`config.mk`:
```
export PLATFORM = sky130hd
export DESIGN_NAME = sequence_player
export DESIGN_NICKNAME = d
export VERILOG_FILES = /design/src/rtl/sequence_player.sv
export SDC_FILE = /design/constraint.sdc
export NUM_CORES = 1
export LEC_CHECK = 0
export BUFFER_PORTS_ARGS = -buffer_cell sky130_fd_sc_hd__buf_4
export CORE_MARGIN = 4
export CORE_UTILIZATION = 52
export DETAILED_ROUTE_END_ITERATION = 6
export GPL_TIMING_DRIVEN = 1
export PLACE_DENSITY_LB_ADDON = 0.12
export SETUP_SLACK_MARGIN = 0.02
export SYNTH_ARGS = -nofsm -noshare
export SYNTH_HDL_FRONTEND = slang
export SYNTH_SLANG_ARGS = --single-unit
export TNS_END_PERCENT = 10
```
`constraint.sdc`:
```
create_clock -name clk -period 3.4 [get_ports clk]
set_input_delay 0 -clock clk [delete_from_list [all_inputs] [get_ports clk]]
set_output_delay 0 -clock clk [all_outputs]
set_load 0.01 [all_outputs]
```
`src/rtl/sequence_player.sv`:
```
`default_nettype none
// +----------------------------------------------------------------------------+
// | sequence_player : plays stored color codes on an LED, paced by an external |
// |                   delay timer that is restarted for every on/off phase.    |
// | Revision 1.0                                                              |
// +----------------------------------------------------------------------------+

module sequence_player #(
   parameter int SEQ_DEPTH = 32,
   parameter int COLOR_W   = 2
) (
   input  logic               clk,
   input  logic               reset,
   input  logic               wr_en,
   input  logic [4:0]         wr_addr,
   input  logic [COLOR_W-1:0] wr_data,
   input  logic               start,
   input  logic [5:0]         play_len,
   input  logic [4:0]         speed,
   input  logic               abort,
   input  logic               delay_pulse,
   output logic               delay_rst,
   output logic [4:0]         delay_index,
   output logic               led_on,
   output logic [COLOR_W-1:0] led_color,
   output logic               busy,
   output logic               done
);

   localparam logic [5:0] c_max_len = 6'(SEQ_DEPTH);

   typedef enum logic [2:0] {
      IDLE    = 3'd0,
      ARM_ON  = 3'd1,
      LIGHT   = 3'd2,
      ARM_OFF = 3'd3,
      GAP     = 3'd4,
      DONE    = 3'd5
   } state_t;

   state_t             state_q;
   logic [COLOR_W-1:0] mem_q [SEQ_DEPTH];
   logic [4:0]         idx_q;
   logic [5:0]         len_q;
   logic [4:0]         spd_q;
   logic               led_on_q;
   logic [COLOR_W-1:0] led_color_q;
   logic               delay_rst_q;
   logic               busy_q;
   logic               done_q;
   logic               w_last;

   assign w_last = ({1'b0, idx_q} == (len_q - 6'd1));

   // Memory has no reset; a write is suppressed only while reset is high.
   always_ff @(posedge clk) begin
      if (wr_en && !reset) begin
         mem_q[wr_addr] <= wr_data;
      end
   end

   always_ff @(posedge clk) begin
      if (reset) begin
         state_q     <= IDLE;
         idx_q       <= 5'd0;
         len_q       <= 6'd0;
         spd_q       <= 5'd0;
         led_on_q    <= 1'b0;
         led_color_q <= '0;
         delay_rst_q <= 1'b0;
         busy_q      <= 1'b0;
         done_q      <= 1'b0;
      end else begin
         delay_rst_q <= 1'b0;
         done_q      <= 1'b0;
         if (abort && (state_q != IDLE)) begin
            state_q  <= IDLE;
            led_on_q <= 1'b0;
            busy_q   <= 1'b0;
         end else begin
            case (state_q)
               IDLE: begin
                  if (start) begin
                     busy_q <= 1'b1;
                     if (play_len != 6'd0) begin
                        len_q       <= (play_len > c_max_len) ? c_max_len : play_len;
                        spd_q       <= speed;
                        idx_q       <= 5'd0;
                        delay_rst_q <= 1'b1;
                        state_q     <= ARM_ON;
                     end else begin
                        done_q  <= 1'b1;
                        state_q <= DONE;
                     end
                  end
               end
               ARM_ON: begin
                  led_color_q <= mem_q[idx_q];
                  led_on_q    <= 1'b1;
                  state_q     <= LIGHT;
               end
               LIGHT: begin
                  if (delay_pulse) begin
                     led_on_q    <= 1'b0;
                     delay_rst_q <= 1'b1;
                     state_q     <= ARM_OFF;
                  end
               end
               ARM_OFF: begin
                  state_q <= GAP;
               end
               GAP: begin
                  if (delay_pulse) begin
                     if (w_last) begin
                        done_q  <= 1'b1;
                        state_q <= DONE;
                     end else begin
                        idx_q       <= idx_q + 5'd1;
                        delay_rst_q <= 1'b1;
                        state_q     <= ARM_ON;
                     end
                  end
               end
               DONE: begin
                  busy_q  <= 1'b0;
                  state_q <= IDLE;
               end
               default: begin
                  led_on_q <= 1'b0;
                  busy_q   <= 1'b0;
                  state_q  <= IDLE;
               end
            endcase
         end
      end
   end

   assign delay_rst   = delay_rst_q;
   assign delay_index = spd_q;
   assign led_on      = led_on_q;
   assign led_color   = led_color_q;
   assign busy        = busy_q;
   assign done        = done_q;

endmodule

`default_nettype wire

```
**After elaboration in Yosys (flattened, before gate mapping)**

Memory sizes are Yosys's and may differ from the RTL's. A register that Yosys moved wholly into a read port is not among the register bits.
Cells that the tools add are included.

- Register bits: 23
- Memory bits (writable): 64
- Output and inout port bits: 11
- Word-level logic and storage cells: 71
- Memories kept: 1

- Add/sub/neg operators: 2
- Order comparisons: 1
- Equality and inequality tests: 11
- Multiplexer cells: 29
- Bitwise logic cells: 3
- Reduce and logical (&&, ||, !) cells: 16

Memory list:

| name | depth | width | read ports | clocked after Yosys merged registers in | write ports | line | text |
|---|---|---|---|---|---|---|---|
| mem_q | 32 | 2 | 1 | 1 | 1 | 42 | `logic [COLOR_W-1:0] mem_q [SEQ_DEPTH];` |

Operators with widths:

| cell | number |
|---|---|
| 2-to-1 mux 5 bit | 4 |
| 2-to-1 mux 3 bit | 5 |
| one-hot mux 3 bit (5 select lines) | 1 |
| 2-to-1 mux 1 bit | 13 |
| != test 2 bit (second input constant) | 5 |
| one-hot mux 5 bit (2 select lines) | 1 |
| OR reduction 4 bit | 2 |
| equality test 3 x 2 -> 1 bit (second input constant) | 2 |
| equality test 3 bit (second input constant) | 2 |
| equality test 5 x 6 -> 1 bit | 1 |
| greater-than comparator 6 bit (second input constant) | 1 |
| 2-to-1 mux 6 bit | 1 |
| one-hot mux 1 bit (3 select lines) | 2 |
| AND reduction 2 bit | 3 |
| AND reduction 6 bit | 1 |
| nonzero test 6 bit | 1 |
| subtractor 6 x 1 -> 6 bit (second input constant) | 1 |
| adder 5 x 1 -> 5 bit (second input constant) | 1 |
| one-hot mux 1 bit (2 select lines) | 2 |
| AND reduction 4 bit | 1 |
| equality test 3 x 1 -> 1 bit (second input constant) | 1 |
| zero test 3 bit | 1 |
| NOT 1 bit | 3 |
| AND reduction 3 bit | 1 |
| other kinds (5) | 6 |

**Longest topological paths before layout**

- Depth in word-level cells: 5
- Depth in mapped cells: 8
- Depth with buffers taken out: 8

**Worst setup path after synthesis**

Ideal clock, no wire load.

- Path type: register to register
- Start: reg len_q[0]
- End: reg idx_q[4]
- Setup time: 0.116 ns
- Data arrival time: 1.885 ns
- Required time: 3.284 ns
- Slack: 1.400 ns
- Cell stages (with the launch flop): 9
- Clock period less this slack: 2.000 ns
- Cell sequence: dfxtp_1 -> inv_1 -> ha_1 -> o21ba_1 -> a221oi_2 -> a41oi_2 -> or2_1 -> a22o_1 -> a31o_1

- Word-level cells in the longest chain between the ends: 4

Ends and longest elaborated chain:

| what | line | text |
|---|---|---|
| from (decl) | 44 | `logic [5:0] len_q;` |
| from (signal assigned) | 86 | `len_q <= (play_len > c_max_len) ? c_max_len : play_len;` |
| subtractor 6 x 1 -> 6 bit | 53 | `assign w_last = ({1'b0, idx_q} == (len_q - 6'd1));` |
| equality test 5 x 6 -> 1 bit | 53 |  |
| != test 2 bit (no source line) | - |  |
| AND reduction 6 bit (no source line) | - |  |
| to (signal assigned) | 118 | `idx_q <= idx_q + 5'd1;` |
| to (decl) | 43 | `logic [4:0] idx_q;` |

No other way between the ends.
A chain may end at the register's enable or synchronous reset.

**Worst setup path in the final report**

- Start: reg idx_q[2]
- End: reg idx_q[4]

- Word-level cells in the longest chain between the ends: 4

Ends and longest elaborated chain:

| what | line | text |
|---|---|---|
| adder 5 x 1 -> 5 bit | 118 |  |
| 2-to-1 mux 5 bit | 114 | `if (w_last) begin` |
| 2-to-1 mux 5 bit | 113 | `if (delay_pulse) begin` |
| one-hot mux 5 bit (2 select lines) | 81 | `case (state_q)` |

Parallel ways exist; a longest one is shown, timed or not. The select of a mux whose other input is x is not followed.

==> summary.md <==
| Metric | Value |
|---|---|
| Status | `complete, no violations` |
| FMAX | `0.401 GHz` |
| Number of CTS-inserted buffers | `9` |
| Worst Clk Skew | `0.00656 ns` |
| Synth Flop Type | `edfxtp_1` |
| CP Data Required Time | `3.65 ns` |
| Period utilization | `73.4%` |
| Synthesized Nets | `327` |
| DRT iter0 DRCs | `144` |
| FF+latch count, synth | `89` |
| Wire length per cell | `16.9 µm` |
| Vias in the first global route | `2551` |
| Worst skew pair latency | `0.35 ns` |
| Largest family of logic cells by synthesized area | `simple AND/OR/NAND/NOR gates` |
| Final setup vio count | `0` |
| Share of layout cells above drive strength 1 | `22.7%` |
| Reg2reg path depth | `6` |
| Final wirelength | `7810 µm` |
| Internal power | `0.00165 W` |
| Yosys warnings | `0` |
| Critical path's largest stage delay | `1.05 ns` |
| FF-to-FF Start | `idx_q[2]` |
| Fin. Hold Viols | `0` |
| Reg-to-Reg End | `idx_q[4]` |
| Unique masters post-synth | `53` |
| Slew Limit Headroom | `27.4%` |
| Final Wtd Congestion | `0.776` |
| FF+latch area | `2420 µm²` |
| Worst hold margin | `0.0567 ns` |
| Core footprint | `7370 µm²` |
| Post-route total power | `0.00218 W` |
| CP max FO | `24` |
| Min Tclk post-route | `2.50 ns` |
| Sw frac | `24.4%` |
| Crit-path cells | `nand3_1, a221oi_2, a41oi_2, or2_1, a22o_1, a31o_1` |
| Cts repair resizes | `0` |
| Setup repair after global routing missed its margin | `false` |
| Critical path class | `register to register` |
| Ports | `35` |
| Stages on worst setup path | `6` |
| Htree depth | `3` |
| Avg Inst Size Synth | `13.3 µm²` |
| PwrDens | `459 nW/µm²` |
| Post-synth ARST share | `0%` |
| Num rows | `31` |
| Post-Synth Adder-Cell Area | `0.627%` |
| Largest net degree at the start of global routing | `33` |
| Area taken by multi-input logic gates | `1450 µm²` |
| Final net count | `383` |
| Clock Sinks | `89` |
| Initial antenna violation count | `0` |
| NetSw | `0.000530 W` |
| Clock power frac | `33.4%` |
| Fillers | `560` |
| CP Launch Type | `register` |
| Port buffer count | `34` |
| Peak VDD IR | `258 µV` |
| Clk buf depth | `2` |
| Compound-Gate Fraction of Synth Area | `7.80%` |
| CP startpoint | `idx_q[2]` |
| Slowest-stage cell, CP | `dfxtp_1` |
| Routed vias | `2572` |
| Register area share after synthesis | `60.7%` |
| Clock transition at path regs | `0.09 ns` |
| Crit path DAT | `2.75 ns` |
| Cells after Synth | `301` |
| Finished Layout Cells | `461` |
| Total die area | `9140 µm²` |
| Worst path bufs/invs | `0` |
| Cts hold-fix bufs | `25` |
| DP Cell Count | `420` |
| Post-synthesis simple-gate area fraction | `13.1%` |
| Starting density of the core | `54.2%` |
| Antenna cell count | `0` |
| Root buffer cell | `clkbuf_8` |
| CTS tree | `built` |
| Setup_tns | `0 ns` |
| DRT Pass-1 Iters | `4` |
| Post-DRT Antenna Nets | `0` |
| Die height | `95.6 µm` |
| Max_cap viols | `0` |
| Worst setup EP type | `register` |
| EDFF count, synth | `64` |
| Final max-slew violation count | `0` |
| Global-route wire length before repair | `12700 µm` |
| Setup slack, reg-to-reg | `0.90 ns` |
| Die width | `95.6 µm` |
| Total global routing overflow | `0` |
| Setup Fix Bufs, Post-CTS | `0` |
| Multiplexer area fraction after synthesis | `12.9%` |
| Syn-to-layout area delta | `18.7%` |
| Crit path max-delay family | `flip-flops` |
| Post-Synth XOR/XNOR Area | `1.91%` |
| GRT Overall Usage | `18.3%` |
| Register share of total power | `55.7%` |
| Via density | `5.58` |
| Drc violations | `0` |
| Logic pwr share | `11.0%` |
| Setup crit end | `idx_q[4]` |
| HP Class | `primary input to register` |
| DP Wirelength | `5020 µm` |
| Worst slew pin tran | `1.09 ns` |
| Leakage | `1.62 nW` |
| Netlist Area Pre-Place | `3990 µm²` |
metrics by stage:
stage	instance area [µm²]	util [%]	setup slack [ns]
global route	4740	64.3	0.641
detailed placement	4290	58.2	0.912
global placement	4290	58.2	0.951
finish	4740	64.3	0.904
CTS	4740	64.3	0.912
floorplan	3990	-	1.40
synth_stat cells, types with 5 or more instances:
| master | n | area (µm²) |
|---|---|---|
| nor2_1 | 58 | 218 |
| nor3_1 | 6 | 30.0 |
| edfxtp_1 | 64 | 1920 |
| clkbuf_1 | 5 | 18.8 |
| a22oi_1 | 7 | 52.6 |
| inv_1 | 8 | 30.0 |
| mux2i_1 | 12 | 120 |
| nand3_1 | 9 | 45.0 |
| nand2_1 | 13 | 48.8 |
| mux4_2 | 17 | 383 |
| a21oi_1 | 8 | 40.0 |
| buf_2 | 5 | 25.0 |
| dfxtp_1 | 25 | 500 |
worst min-delay path by stage:
stage          startpoint             end  slack [ns]  depth (start not counted)
6_report            abort    led_color[1]        0.06                          4
3_3_place_gp     speed[4]  delay_index[4]        0.23                          3
2_1_floorplan  wr_data[0]     mem_q[0][0]         0.1                          0
4_1_cts             abort    led_color[1]        0.05                          4
3_5_place_dp     speed[0]  delay_index[0]        0.24                          3
5_1_grt        wr_data[0]    mem_q[11][0]        0.06                          1
cell families (layout without fill, tap and decap cells):
family	Yosys count	count (layout)
adders and majority gates	2	2
xor gates and xnor gates	7	7
DFF	89	89
buffers and inverters	23	84
and+or+nand+nor	110	110
muxes	30	30
AOI/OAI and AO/OA	40	40
flip-flops by register name, indices dropped and copies added, names as in the netlist:
register	flops
busy	1
delay_index	5
idx_q	5
state_q	3
delay_rst	1
done	1
len_q	6
mem_q	64
led_on	1
led_color	2
power by group through the flow:
stage                     combinational, W  clock (W)  sequential [W]
final                             0.000239   0.000727         0.00121
after global routing              0.000265   0.000792         0.00122
after CTS                         0.000238   0.000743         0.00121
after detailed placement          0.000211          0         0.00124
after global placement            0.000207          0         0.00124
after floorplan                   0.000135          0         0.00123
routing by layer:
layer | up-vias | GRT usage, % | routed length (µm)
li1 | 1249 | - | -
met1 | 1253 | 24.7 | 3570
met2 | 68 | 30.4 | 3830
met3 | 2 | 3.24 | 384
met4 | 0 | 5.69 | 29
met5 | - | 0 | 0
worst register-to-register path, delay by kind of cell (launching register included):
| kind | cells | cell delay [ns] |
|---|---|---|
| simple gates | 2 | 0.56 |
| flops | 1 | 1.05 |
| compound gates | 4 | 0.79 |
final cells by class:
class | instances | share of cell area, %
clock buffer | 9 | 2.61
clock inverter | 7 | 1.61
inverter | 8 | 0.633
multi-input combinational | 189 | 30.6
sequential | 89 | 51.1
tap | 99 | 2.61
timing repair buffer | 60 | 10.8
placed cells by master, fill, tap and decap left out, drive strengths merged, types with 4 or more instances in the layout:
cell type	n
nand2	13
dfxtp	25
nor2	59
a22oi	7
a31oi	4
nand3b	4
o21ai	8
clkbuf	9
edfxtp	64
inv	10
mux2i	12
nand3	9
mux4	17
dlygate4sd3	25
a21oi	8
buf	35
nor3	8
xor2	4
No activity file was read; power rests on OpenSTA's default activity.
